<file path="config.mk">
export PLATFORM = sky130hd
export DESIGN_NAME = counter32_stimgen
export DESIGN_NICKNAME = d
export VERILOG_FILES = /design/src/rtl/counter32_pkg.sv /design/src/rtl/counter32_stimgen_lfsr32.sv /design/src/rtl/counter32_stimgen.sv
export SDC_FILE = /design/constraint.sdc
export NUM_CORES = 1
export LEC_CHECK = 0
export CORE_UTILIZATION = 58
export DETAILED_ROUTE_END_ITERATION = 10
export GPL_ROUTABILITY_DRIVEN = 0
export GPL_TIMING_DRIVEN = 0
export PLACE_DENSITY = 0.82
export SLEW_MARGIN = 20
export SYNTH_ARGS = -nofsm -noshare
export SYNTH_HDL_FRONTEND = slang
export SYNTH_SLANG_ARGS = --single-unit
</file>
<file path="constraint.sdc">
create_clock -name clk -period 7.7 [get_ports clk]
set_input_delay 1.54 -clock clk [delete_from_list [all_inputs] [get_ports clk]]
set_output_delay 1.54 -clock clk [all_outputs]
set_load 0.02 [all_outputs]
</file>
<file path="src/rtl/counter32_pkg.sv">
// Shared types and constants for the 32-bit counter stimulus sequencer.
// Modo codes, sequencer states and the LFSR polynomial live here.
package counter32_pkg;

  localparam logic [1:0] MODO_UP   = 2'b00;
  localparam logic [1:0] MODO_DN   = 2'b01;
  localparam logic [1:0] MODO_DN3  = 2'b10;
  localparam logic [1:0] MODO_LOAD = 2'b11;

  localparam logic [31:0] LFSR_POLY = 32'h8020_0003;
  localparam logic [31:0] LFSR_INIT = 32'h0000_0001;

  typedef enum logic [2:0] {
    ST_IDLE  = 3'd0,
    ST_RST   = 3'd1,
    ST_LD_HI = 3'd2,
    ST_UP    = 3'd3,
    ST_LD_LO = 3'd4,
    ST_DOWN  = 3'd5,
    ST_DOWN3 = 3'd6,
    ST_RAND  = 3'd7
  } state_t;

  // Galois right-shift step
  function automatic logic [31:0] lfsr_next(
    input logic [31:0] l
  );
    return {1'b0, l[31:1]} ^
           (l[0] ? LFSR_POLY : 32'h0);
  endfunction

endpackage

</file>
<file path="src/rtl/counter32_stimgen_lfsr32.sv">
// 32-bit Galois LFSR with seed load; an all-zero seed would lock up,
// so it is replaced by the init value.
module lfsr32
  import counter32_pkg::*;
(
  input  logic        clk,
  input  logic        reset,
  input  logic        load,
  input  logic [31:0] seed,
  input  logic        advance,
  output logic [31:0] q
);

  logic [31:0] r_q;

  always_ff @(posedge clk or negedge reset) begin
    if (!reset) begin
      r_q <= LFSR_INIT;
    end else if (load) begin
      r_q <= (seed == 32'h0) ? LFSR_INIT : seed;
    end else if (advance) begin
      r_q <= lfsr_next(r_q);
    end
  end

  assign q = r_q;

endmodule

</file>
<file path="src/rtl/counter32_stimgen.sv">
// Stimulus sequencer for the 32-bit counter: reset, load/up, load/down,
// down-by-3, then LFSR traffic, ending with a one-cycle done pulse.
module counter32_stimgen
  import counter32_pkg::*;
#(
  parameter int unsigned RST_LEN   = 2,
  parameter int unsigned PHASE_LEN = 8,
  parameter int unsigned RAND_LEN  = 64,
  parameter logic [31:0] LOAD_HI   = 32'hFFFF_FFFC,
  parameter logic [31:0] LOAD_LO   = 32'h0000_0004
) (
  input  logic        clk,
  input  logic        reset,
  input  logic        start,
  input  logic [31:0] seed,
  input  logic        hold,
  output logic [31:0] D,
  output logic [1:0]  modo,
  output logic        enable,
  output logic        dut_reset,
  output logic        busy,
  output logic        done,
  output logic [2:0]  phase
);

  state_t      r_state;
  logic [15:0] r_cnt;
  logic [31:0] r_d;
  logic [1:0]  r_modo;
  logic        r_en;
  logic        r_rst;
  logic        r_busy;
  logic        r_done;
  logic [2:0]  r_phase;

  state_t      w_succ;
  state_t      w_ns;
  logic [15:0] w_len;
  logic        w_last;
  logic        w_load;
  logic        w_run;
  logic        w_adv;
  logic [31:0] w_lfsr;

  always_comb begin
    w_len  = 16'd1;
    w_succ = ST_IDLE;
    unique case (r_state)
      ST_IDLE: begin
        w_len  = 16'd1;
        w_succ = ST_RST;
      end
      ST_RST: begin
        w_len  = 16'(RST_LEN);
        w_succ = ST_LD_HI;
      end
      ST_LD_HI: begin
        w_len  = 16'd1;
        w_succ = ST_UP;
      end
      ST_UP: begin
        w_len  = 16'(PHASE_LEN);
        w_succ = ST_LD_LO;
      end
      ST_LD_LO: begin
        w_len  = 16'd1;
        w_succ = ST_DOWN;
      end
      ST_DOWN: begin
        w_len  = 16'(PHASE_LEN);
        w_succ = ST_DOWN3;
      end
      ST_DOWN3: begin
        w_len  = 16'(PHASE_LEN);
        w_succ = ST_RAND;
      end
      ST_RAND: begin
        w_len  = 16'(RAND_LEN);
        w_succ = ST_IDLE;
      end
      default: begin
        w_len  = 16'd1;
        w_succ = ST_IDLE;
      end
    endcase
  end

  assign w_last = (r_cnt == w_len - 16'd1);
  assign w_load = (r_state == ST_IDLE) && start;
  assign w_run  = (r_state != ST_IDLE) && !hold;

  // Outputs are registered, so they are decoded from the next state.
  always_comb begin
    w_ns = r_state;
    if (w_load) begin
      w_ns = ST_RST;
    end else if (w_run && w_last) begin
      w_ns = w_succ;
    end
  end

  assign w_adv = w_run && (w_ns == ST_RAND);

  lfsr32 u_lfsr (
    .clk     (clk),
    .reset   (reset),
    .load    (w_load),
    .seed    (seed),
    .advance (w_adv),
    .q       (w_lfsr)
  );

  always_ff @(posedge clk or negedge reset) begin
    if (!reset) begin
      r_state <= ST_IDLE;
      r_cnt   <= 16'd0;
      r_d     <= 32'h0;
      r_modo  <= MODO_UP;
      r_en    <= 1'b0;
      r_rst   <= 1'b0;
      r_busy  <= 1'b0;
      r_done  <= 1'b0;
      r_phase <= 3'd0;
    end else begin
      r_done <= 1'b0;
      if ((r_state != ST_IDLE) && hold) begin
        r_en <= 1'b0;
      end else if (w_load || w_run) begin
        r_state <= w_ns;
        r_cnt   <= (w_load || w_last) ? 16'd0
                                      : r_cnt + 16'd1;
        r_phase <= w_ns;
        r_busy  <= (w_ns != ST_IDLE);
        unique case (w_ns)
          ST_IDLE: begin
            r_done <= 1'b1;
            r_en   <= 1'b0;
            r_rst  <= 1'b0;
            r_modo <= MODO_UP;
            r_d    <= 32'h0;
          end
          ST_RST: begin
            r_en   <= 1'b1;
            r_rst  <= 1'b1;
            r_modo <= MODO_UP;
          end
          ST_LD_HI: begin
            r_en   <= 1'b1;
            r_rst  <= 1'b0;
            r_modo <= MODO_LOAD;
            r_d    <= LOAD_HI;
          end
          ST_UP: begin
            r_en   <= 1'b1;
            r_rst  <= 1'b0;
            r_modo <= MODO_UP;
          end
          ST_LD_LO: begin
            r_en   <= 1'b1;
            r_rst  <= 1'b0;
            r_modo <= MODO_LOAD;
            r_d    <= LOAD_LO;
          end
          ST_DOWN: begin
            r_en   <= 1'b1;
            r_rst  <= 1'b0;
            r_modo <= MODO_DN;
          end
          ST_DOWN3: begin
            r_en   <= 1'b1;
            r_rst  <= 1'b0;
            r_modo <= MODO_DN3;
          end
          ST_RAND: begin
            r_en   <= w_lfsr[2];
            r_rst  <= 1'b0;
            r_modo <= w_lfsr[1:0];
            r_d    <= w_lfsr;
          end
          default: begin
            r_en   <= 1'b0;
            r_rst  <= 1'b0;
          end
        endcase
      end
    end
  end

  assign D         = r_d;
  assign modo      = r_modo;
  assign enable    = r_en;
  assign dut_reset = r_rst;
  assign busy      = r_busy;
  assign done      = r_done;
  assign phase     = r_phase;

endmodule

</file>
After elaboration in Yosys (flattened, before gate mapping) --
Memories as Yosys holds them, arrays and structs flattened. Index checks and enable logic that the tools add are counted.
Word-level totals: flip-flop bits (word level) 89, memory bits (read-only) 56, output and inout port bits 41, memories kept 1
Memories:
- (name not given) | words 8, width 7, read ports 1, clocked after Yosys merged registers in 0, write ports 0, line counter32_stimgen.sv:48 | unique case (r_state)
Operators by class: add/sub/neg operators 2, eq/ne operators 8, muxes and demuxes 16, bitwise logic cells 2, reductions and logical operators 22
Operators with widths (number):
- two-way mux 32 bit | 4
- one-hot mux 32 bit (4 select lines) | 1
- logical NOT 32 bit | 1
- XOR 31 x 32 -> 32 bit | 1
- adder 16 x 1 -> 16 bit (second input constant) | 1
- equality test 16 bit | 1
- two-way mux 16 bit | 1
- subtractor 16 x 1 -> 16 bit (second input constant) | 1
- equality test 3 bit (second input constant) | 4
- one-hot mux 2 bit (5 select lines) | 1
- OR reduction 7 bit | 1
- equality test 3 x 2 -> 1 bit (second input constant) | 2
- logical NOT 3 bit | 2
- two-way mux 3 bit | 2
- nonzero test 3 bit | 2
- OR reduction 6 bit | 1
- logical AND 1 bit | 5
- two-way mux 1 bit | 5
- nonzero test 2 bit | 2
- nonzero test 4 bit | 1
- equality test 3 x 1 -> 1 bit (second input constant) | 1
- one-hot mux 1 bit (3 select lines) | 1
- AND reduction 3 bit | 1
- OR reduction 3 bit | 1
- 6 further kinds | 7

Depth between registers and ports, before layout --
An unclocked memory read counts as a cell.
depth in word-level cells 11, gate-level depth with buffers 16, mapped depth without buffers 13

By module --
From an unflattened synthesis, not the netlist that was laid out.
Second synthesis, totals: cells, all modules 410, area, all modules 4439.3 um^2
By module, submodules not included:
- counter32_stimgen | instances 1, cells each 255, area an instance 2844.0 um^2, sequential area each 1426.4 um^2
- lfsr32 | instances 1, cells each 155, area an instance 1595.3 um^2, sequential area each 802.0 um^2

Least setup slack after synthesis --
No wires, ideal clock.
path type reg-to-reg, start reg phase[0] (netlist name), end reg r_d[10], in the netlist D[10], setup time 0.125 ns, arrival 3.633 ns, path slack 3.942 ns, stages on the path, launching flop included 16, buffers on the path 2, clock period less this slack 3.758 ns, cells stage by stage dfrtp_1 -> inv_1 -> clkbuf_1 -> ha_1 -> nor2b_1 -> or2_2 -> ha_1 -> ha_1 -> xor2_1 -> nand3_1 -> a221oi_4 -> nand3_2 -> nand3_1 -> mux2i_1 -> buf_4 -> mux2_2
RTL lines:
- end signal: assignment | line counter32_stimgen.sv:178 | r_d <= w_lfsr;
- end: declaration | line counter32_stimgen.sv:28 | logic [31:0] r_d;

==> impl_metrics.toml <==
[synthesis]
ys.warnings.count = 0
synth-async-reset-ratio_pct = 100
ff_latch_count_synth = 89
synth_top_cell_area_share_pct = 45.2
synth-edff-count = 0
postSynth.topFlopCell = "sky130_fd_sc_hd__dfrtp_1"
synth_top_cells_by_count = "sky130_fd_sc_hd__dfrtp_1 (88), sky130_fd_sc_hd__nor2_1 (46), sky130_fd_sc_hd__a21oi_1 (36)"
synth_nets = 515
synthesized_netlist_cell_count = 472
netlist_cell_types = 56
synth_top_area_cell = "sky130_fd_sc_hd__dfrtp_1"
synth_most_common_cell = "sky130_fd_sc_hd__dfrtp_1"
ys_top_cells_by_area = "sky130_fd_sc_hd__dfrtp_1 (45%), sky130_fd_sc_hd__mux2_2 (6.9%), sky130_fd_sc_hd__mux2i_1 (6.6%)"
netlist_area_before_placement_um2 = 4870
synth.yosys.seq_area_share_pct = 45.8
avg_cell_area_syn_um2 = 10.3

[final_layout]
fillCellCount = 594
post_route_cells_drive_above_1_share_pct = 13.1
net_count_reported_at_finish = 603
insertedDiodeCount = 0
flow.area_growth_from_synthesis_pct = 23.0
multiInputGateArea_um2 = 2410
layout.area.seq_um2 = 2230

[detailed_routing]
ant_nets = 0
wirelength_mm = 12.1
avgRoutedWirePerCell_um = 18.1
detail_route.iter0.violations = 276
first_pass_iters = 5
detail_route.vias_per_cell = 6.14
post-route-drc-count = 0
total_vias_in_the_final_route = 4117

[outcome]
status = "completed"

[worst_hold_path]
min_path_type = "reg -> reg"

[worst_setup_path]
critPathLaunchType = "flip-flop"
timing.critical_path.fanout_max = 10
cp-end-kind = "flip-flop"
worst_ep_required_time_ns = 7.96
critPathArrivalTime_ns = 4.74
worst-setup-path-type = "reg -> reg"

[cts]
tritoncts = "done"
post_cts_hold_buffer_count = 0
cts-root-to-sink-buffers = 2
clkLatencyLatePin_ns = 0.37
post-cts-setup-buffers = 0
cts.clk_slew.worst_paths_ns = 0.09
cts_buffers = 9
cts_h_tree_lvls = 3
clock-sinks = 89
clockRootBuffer = "sky130_fd_sc_hd__clkbuf_8"
cts.repair.resized = 0

[floorplanning]
chipHeight_um = 93.6
boundaryPins = 77
die_width_um = 93.6
fp.coreArea_um2 = 8180
std_cell_rows = 33
floorplan.die_area_um2 = 8760
initial_core_utilization_pct = 59.6

[sta]
finalSetupTns_ns = 0
final_period_minus_worst_setup_slack_ns = 4.48
rsz0062_at_grt = "no"
report.final.hold_viol_count = 0
setup_viol = 0
slew_viol_final = 0
finClkSkew_ns = 0.0129
final_min_period_over_clock_period_pct = 58.2
slew_headroom_pct = 59.8
finalWorstSetupSlack_ns = 3.22
achievable-frequency_mhz = 223
final.hold.worst_slack_ns = 0.483
tightest_slew_ns = 0.586

[power]
design_power_total_uw = 936
power_per_cell_area_nw_per_um2 = 156
ir_drop_v = 0.000128
leakagePower_uw = 0.00228

[grt]
antenna_found_initial = 0
global_route.overflow_total = 0
grt_start_max_net_pins = 59
track_usage_pct = 29.6
grt_first_pass_wirelength_mm = 19.8
first_global_vias = 3992

[placement]
pre_cts_ws_ns = 3.33
port_buffers = 76
place_hpwl_mm = 8.82

[run]
maxCapViolations = 0
[layout by cell type, fill, tap and decap left out, types with 4 or more instances in the layout]
| master | n |
|---|---|
| sky130_fd_sc_hd__inv_1 | 6 |
| sky130_fd_sc_hd__nor4_1 | 12 |
| sky130_fd_sc_hd__nand4_1 | 4 |
| sky130_fd_sc_hd__mux2i_1 | 32 |
| sky130_fd_sc_hd__o31ai_1 | 7 |
| sky130_fd_sc_hd__nand3_1 | 10 |
| sky130_fd_sc_hd__clkdlybuf4s50_1 | 75 |
| sky130_fd_sc_hd__nor2b_1 | 7 |
| sky130_fd_sc_hd__nor3_1 | 16 |
| sky130_fd_sc_hd__xnor2_1 | 4 |
| sky130_fd_sc_hd__o2bb2ai_1 | 28 |
| sky130_fd_sc_hd__a31oi_1 | 4 |
| sky130_fd_sc_hd__clkbuf_8 | 9 |
| sky130_fd_sc_hd__and2_1 | 4 |
| sky130_fd_sc_hd__buf_2 | 6 |
| sky130_fd_sc_hd__o21ai_0 | 19 |
| sky130_fd_sc_hd__buf_4 | 6 |
| sky130_fd_sc_hd__a21oi_1 | 36 |
| sky130_fd_sc_hd__clkbuf_1 | 18 |
| sky130_fd_sc_hd__nand2b_1 | 4 |
| sky130_fd_sc_hd__nand2_1 | 24 |
| sky130_fd_sc_hd__mux2_2 | 30 |
| sky130_fd_sc_hd__dfrtp_1 | 88 |
| sky130_fd_sc_hd__xor2_1 | 7 |
| sky130_fd_sc_hd__o21ai_1 | 5 |
| sky130_fd_sc_hd__nor2_1 | 46 |
| sky130_fd_sc_hd__ha_1 | 7 |
[registers in the layout, summed over array words and instances (netlist names)]
name / flops
D: 32
busy: 1
done: 1
dut_reset: 1
enable: 1
modo: 2
phase: 3
r_cnt: 16
u_lfsr.q: 32
[metal layers]
layer | part of all wire (%) | vias up | wire (µm) | track usage [%]
met2 | 47 | 154 | 5720 | 46.8
met3 | 5.6 | 31 | 675 | 4.39
met1 | 45 | 2020 | 5400 | 40.7
met5 | 0 | - | 0 | 0
li1 | - | 1912 | - | -
met4 | 2.8 | 0 | 334 | 13.2
[report_power, final]
group	total, µW	leakage, µW	switching, µW	internal (µW)
combinational	103	0.00114	56.1	47.3
clock	336	0.0000950	182	154
sequential	496	0.00105	17.1	479
total	936	0.00228	255	680
[path summary, 6_finish.rpt]
kind | startpoint | endpoint | slack (ns) | cells after the start
max | phase[0]$_DFFE_PN0P_ | D[4]$_DFFE_PN0P_ | 3.22 | 15
min | dut_reset$_DFFE_PN0P_ | dut_reset$_DFFE_PN0P_ | 0.48 | 2
max reg2reg | phase[0]$_DFFE_PN0P_ | D[4]$_DFFE_PN0P_ | 3.22 | 15
min reg2reg | dut_reset$_DFFE_PN0P_ | dut_reset$_DFFE_PN0P_ | 0.48 | 2
max in group asynchronous | reset | u_lfsr.q[0]$_DFFE_PN1P_ | 5.91 | 2
min in group asynchronous | reset | D[14]$_DFFE_PN0P_ | 1.10 | 1
[critical path, stage by stage, from the launching register on]
cell and delay (ns):
sky130_fd_sc_hd__dfrtp_1 0.47, sky130_fd_sc_hd__inv_1 0.12, sky130_fd_sc_hd__clkbuf_1 0.36, sky130_fd_sc_hd__ha_1 0.26, sky130_fd_sc_hd__nor2b_1 0.08, sky130_fd_sc_hd__or2_2 0.30, sky130_fd_sc_hd__ha_1 0.23, sky130_fd_sc_hd__ha_1 0.31
sky130_fd_sc_hd__xor2_1 0.14, sky130_fd_sc_hd__nand3_1 0.16, sky130_fd_sc_hd__a221oi_4 0.39, sky130_fd_sc_hd__nand3_2 0.20, sky130_fd_sc_hd__nand3_1 0.15, sky130_fd_sc_hd__mux2i_1 0.54, sky130_fd_sc_hd__buf_4 0.31, sky130_fd_sc_hd__mux2_2 0.35
[logic make-up after synthesis]
family | count (synthesis) | synth area share [%]
compound gates | 122 | 17.3
xor+xnor | 11 | 1.98
fa+ha+maj | 7 | 1.80
buf+inv | 38 | 4.63
flops | 89 | 45.8
mux | 62 | 13.5
simple gates | 143 | 15.0
[metrics by stage]
stage	util, %	cell area, µm²	instances
3_5_place_dp	70.8	5790	654
6_report	73.2	5990	670
4_1_cts	73.2	5990	670
3_3_place_gp	70.5	5760	653
2_1_floorplan	-	4870	472
5_1_grt	73.2	5990	670
[cell type report]
class	count	share of cell area, %
buffer	32	3.39
inverter	6	0.376
tap	105	2.19
timing repair buffer	77	13.1
multi-input combinational	345	40.3
clock buffer	10	2.13
clock inverter	6	1.23
sequential	89	37.2
Power figures use the tool's default switching activity.
